`config.mk`:
```
export PLATFORM = sky130hd
export DESIGN_NAME = cmplx_mult_seq
export DESIGN_NICKNAME = d
export VERILOG_FILES = /design/src/rtl/cmplx_mult_seq.sv
export SDC_FILE = /design/constraint.sdc
export NUM_CORES = 1
export LEC_CHECK = 0
export CAP_MARGIN = 10
export CORE_UTILIZATION = 56
export DETAILED_ROUTE_END_ITERATION = 8
export GPL_TIMING_DRIVEN = 1
export HOLD_SLACK_MARGIN = 0.1
export PLACE_DENSITY = 0.89
export SLEW_MARGIN = 20
export SYNTH_ARGS = -nofsm -noshare
export SYNTH_HDL_FRONTEND = slang
export SYNTH_SLANG_ARGS = --single-unit
```
`constraint.sdc`:
```
create_clock -name clk -period 4.9 [get_ports clk]
set_input_delay 0.98 -clock clk [delete_from_list [all_inputs] [get_ports clk]]
set_output_delay 0.98 -clock clk [all_outputs]
set_load 0.01 [all_outputs]
```
`src/rtl/cmplx_mult_seq.sv`:
```
// Sequenced complex multiplier: (ar + j*ai) * (br + j*bi), or the product with conj(b).
// Four partial products go through one shared external multiplier, one per cycle.
module cmplx_mult_seq #(
  parameter int WIDTH = 16,
  parameter int OW    = 2*WIDTH+1
) (
  input  logic                      clk,
  input  logic                      rst_n,
  input  logic                      in_valid,
  output logic                      in_ready,
  input  logic                      in_conj,
  input  logic signed [WIDTH-1:0]   in_ar,
  input  logic signed [WIDTH-1:0]   in_ai,
  input  logic signed [WIDTH-1:0]   in_br,
  input  logic signed [WIDTH-1:0]   in_bi,
  output logic                      out_valid,
  input  logic                      out_ready,
  output logic signed [OW-1:0]      out_re,
  output logic signed [OW-1:0]      out_im,
  output logic signed [WIDTH-1:0]   mul_a,
  output logic signed [WIDTH-1:0]   mul_b,
  input  logic signed [2*WIDTH-1:0] mul_p,
  output logic                      busy
);

  typedef enum logic [2:0] {IDLE, M0, M1, M2, M3, DONE} state_t;

  state_t                  r_state;
  logic signed [WIDTH-1:0] r_ar, r_ai, r_br, r_bi;
  logic                    r_conj;
  logic signed [OW-1:0]    r_acc_re, r_acc_im;
  logic signed [OW-1:0]    w_p;

  assign w_p = OW'(mul_p);

  // mul_a/mul_b are registered one step ahead so the product is ready
  // for capture in the cycle the step is active.
  always_ff @(posedge clk or negedge rst_n) begin
    if (!rst_n) begin
      r_state   <= IDLE;
      in_ready  <= 1'b1;
      out_valid <= 1'b0;
      busy      <= 1'b0;
      out_re    <= '0;
      out_im    <= '0;
      mul_a     <= '0;
      mul_b     <= '0;
      r_ar      <= '0;
      r_ai      <= '0;
      r_br      <= '0;
      r_bi      <= '0;
      r_conj    <= 1'b0;
      r_acc_re  <= '0;
      r_acc_im  <= '0;
    end else begin
      case (r_state)
        IDLE: if (in_valid) begin
          r_ar     <= in_ar;
          r_ai     <= in_ai;
          r_br     <= in_br;
          r_bi     <= in_bi;
          r_conj   <= in_conj;
          mul_a    <= in_ar;
          mul_b    <= in_br;
          in_ready <= 1'b0;
          busy     <= 1'b1;
          r_state  <= M0;
        end
        M0: begin
          r_acc_re <= w_p;
          mul_a    <= r_ai;
          mul_b    <= r_bi;
          r_state  <= M1;
        end
        M1: begin
          r_acc_re <= r_conj ? r_acc_re + w_p : r_acc_re - w_p;
          mul_a    <= r_ar;
          mul_b    <= r_bi;
          r_state  <= M2;
        end
        M2: begin
          r_acc_im <= r_conj ? -w_p : w_p;
          mul_a    <= r_ai;
          mul_b    <= r_br;
          r_state  <= M3;
        end
        M3: begin
          out_re    <= r_acc_re;
          out_im    <= r_acc_im + w_p;
          mul_a     <= '0;
          mul_b     <= '0;
          out_valid <= 1'b1;
          r_state   <= DONE;
        end
        DONE: if (out_ready) begin
          out_valid <= 1'b0;
          in_ready  <= 1'b1;
          busy      <= 1'b0;
          r_state   <= IDLE;
        end
        default: r_state <= IDLE;
      endcase
    end
  end

endmodule

```
==> results.py <==
metrics = {
    "floorplanning": {
        "num_rows": 57,
        "die_area_um2": 25800,
        "ioPinCount": 202,
        "die_y_um": 160,
        "die_w_um": 160,
        "start_util_pct": 57.5,
        "core_region_area_um2": 24500,
    },
    "synth": {
        "yosysTopAreaCell": "dfrtp_1",
        "ys_ff_latch": 235,
        "synth_compound_area_share_pct": 18.8,
        "mappedNetlistNets": 1639,
        "synthesis.area_um2": 14100,
        "synthAdderAreaFrac_pct": 6.07,
        "synth_mux_area_share_pct": 10.4,
        "async_flop_share_pct": 100,
        "synth_area_leaders": "dfrtp_1, mux2_2, ha_1",
        "synth_top_family_by_area": "compound AO/OA/AOI/OAI gates",
        "ys_seq_area_share_pct": 41.8,
        "yosys.area_share.simple_pct": 13.1,
        "netlist_instances": 1471,
        "yosysMostFrequentCell": "dfrtp_1",
        "synth_enable_flop_cells": 0,
        "synth_top_area_share_pct": 41.6,
        "yosys-top-cells-count": "dfrtp_1, nand2_1, o21ai_0, mux2_2, a21oi_1",
        "synthXorXnorAreaFrac_pct": 7.04,
        "syn_avg_cell_area_um2": 9.56,
        "synth_top_flop_cell": "dfrtp_1",
        "ys_warn_count": 0,
        "synth.distinct_cells": 69,
    },
    "timing": {
        "tightest_slew_ns": 1.08,
        "holdWs_ns": 0.455,
        "finalHoldViolations": 0,
        "finClkSkew_ns": 0.0100,
        "fin_crit_ns": 4.89,
        "drv_slew": 0,
        "fmax_mhz": 204,
        "grt_setup_unrepaired": "yes",
        "period_share_pct": 99.8,
        "max_slew_margin_pct": 28.0,
        "setup_violations": 0,
    },
    "cells_and_area": {
        "design_area_um2": 18200,
        "num-nets-final": 1916,
        "fillCellCount": 1582,
        "diodes": 0,
        "ff_latch_area_um2": 5880,
        "multi_input_area_um2": 7920,
        "areaGrowthSynthToFinish_pct": 29.2,
        "final-instance-count-excl-fill": 2091,
        "drive_gt1_share_pct": 17.5,
    },
    "critical_path": {
        "ff2ff_path_depth": 14,
        "timing.critical_path.buf_inv": 1,
        "path_max_fanout": 5,
        "reg2reg_to": "r_acc_re[29]",
        "rrSetupSlack_ns": 0.89,
        "crit_path_end_kind": "flop",
        "cp_data_required_time_ns": 5.30,
        "critPathSlowestCell": "or4b_4",
        "path_class": "primary input to flop",
        "worstPathArrival_ns": 5.29,
        "cp-start-kind": "primary input",
        "path_delay_family": "simple AND/OR/NAND/NOR gates",
        "cp_cell_sequence": "dlygate4sd2_1 > nor2_2 > nand3_2 > or3_4 > or3_4 > or3_4 > nor4b_4 > nor2_1 > xor2_1 > ha_1 > nand4_1 > or2_1 > or4b_4 > a21o_1 > a31o_4 > a21oi_1 > xnor2_1 > a21oi_1",
        "crit_top_cell": "or3_4",
        "cp_num_cells": 18,
        "critPathMaxStageDelay_ns": 0.49,
        "r2r_start": "r_conj",
    },
    "global_route": {
        "grt_usage_pct": 31.7,
        "antenna_found_initial": 0,
        "grt_pass1_wl_um": 65800,
        "first_global_vias": 12637,
        "grt_max_degree": 116,
        "grt_overflow_total": 0,
    },
    "place": {
        "gp_congestion": 0.932,
        "placed_cells": 2036,
        "portBuffers": 201,
        "placed_area_um2": 17200,
        "dp_hpwl_um": 28900,
    },
    "clock_network": {
        "clk_latency_ns": 0.54,
        "holdBufCountCts": 0,
        "numCtsBuffers": 26,
        "clock_sinks": 235,
        "cts_tree": "built",
        "htreeDepth": 1,
        "clock-root-buffer": "clkbuf_16",
        "clockBufferDepth": 3,
        "path_clk_slew_ns": 0.06,
    },
    "pwr": {
        "p_leak_nw": 8.10,
        "power_w": 0.0141,
        "ir_worst_vdd_mv": 0.469,
        "powerDensity_nw_per_um2": 777,
    },
    "route": {
        "antenna_left": 0,
        "postRouteWirelength_um": 41400,
        "routed_via_density": 6.10,
        "drcViolationCount": 0,
        "drt_iter0_drc": 1108,
        "vias": 12756,
        "drt-wirelength-per-cell_um": 19.8,
        "first_pass_iters": 5,
    },
    "outcome": {
        "status": "finished clean",
    },
    "hold_path": {
        "hold_class": "primary input to asynchronous set/reset pin",
    },
    "job": {
        "drv_cap": 0,
    },
}
-- through the flow --
step | util (%) | setup slack (ns) | setup TNS [ns]
global placement | 70.1 | -0.655 | -5.47
finish | 74.3 | 0.00833 | 0
global route | 74.3 | -0.127 | -0.602
detailed placement | 70.3 | -0.713 | -6.59
floorplan | - | -0.00331 | -0.00331
CTS | 74.1 | 0.0000329 | 0
-- state kept, by name, indices dropped and copies added (netlist names), 3 cells and up --
| register | count |
|---|---|
| out_im | 33 |
| mul_a | 16 |
| r_ai | 16 |
| out_re | 33 |
| r_state | 3 |
| r_acc_re | 33 |
| r_br | 16 |
| r_bi | 16 |
| r_ar | 16 |
| mul_b | 16 |
| r_acc_im | 33 |
-- how the worst max path moves through the flow --
stage | start | endpoint | slack, ns
after global placement | mul_p[0] | r_acc_re[30] | -0.66
after floorplan | mul_p[3] | r_acc_re[31] | -0.003
final | mul_p[6] | r_acc_re[29] | 0.008
after global routing | mul_p[6] | r_acc_re[31] | -0.13
after detailed placement | mul_p[0] | r_acc_re[30] | -0.71
after CTS | mul_p[5] | r_acc_re[31] | 0.00003
-- cell type report --
| class | instances | share of cell area [%] |
|---|---|---|
| tap | 324 | 2.23 |
| clock buffer | 38 | 4.28 |
| inverter | 16 | 0.330 |
| timing repair buffer | 333 | 16.8 |
| sequential | 235 | 32.4 |
| multi-input combinational | 1136 | 43.6 |
| clock inverter | 9 | 0.441 |
-- repair_timing --
action | in CTS | in global routing
cloned | 0 | 0
resized for setup | 14 | 14
pin swaps | 10 | 14
buffers inserted | 4 | 4
endpoints found under the setup margin | 8 | 11
-- power breakdown --
| group | internal (W) | leakage, nW | total, W | switching, W |
|---|---|---|---|---|
| clock network | 0.00115 | 0.412 | 0.00197 | 0.000821 |
| registers | 0.00296 | 2.83 | 0.00367 | 0.000707 |
| logic | 0.00404 | 4.86 | 0.00849 | 0.00445 |
-- logic make-up after synthesis --
| kind of cell | after synthesis |
|---|---|
| xor+xnor | 113 |
| flops | 235 |
| buf+inv | 100 |
| fa+ha+maj | 67 |
| simple gates | 403 |
| compound gates | 419 |
| mux | 134 |
-- layer usage --
layer	wire length [µm]	GRT usage (%)
met1	16200	40.0
met2	20300	53.9
met3	3390	5.97
met4	1570	12.2
met5	0	0
-- cells in the final DEF (no fill, tap or decap), drive strengths merged, types with 41 or more instances in the layout --
master and count:
dfrtp 234, nand2 205, clkdlybuf4s50 191, buf 133, o21ai 125, mux2 98
a21oi 87, nor2 75, xor2 74, ha 65, a21o 43, clkbuf 41
-- worst register-to-register path, delay by kind of cell, from the launching register on --
family,cells,cell delay [ns]
adder cells (fa/ha/maj),1,0.30
XOR/XNOR,2,0.22
buffers and inverters,2,0.68
AND/OR/NAND/NOR,3,0.99
AO/OA/AOI/OAI,6,1.02
flip-flops,1,0.67
Note: power is estimated with default switching activity, not from simulation.
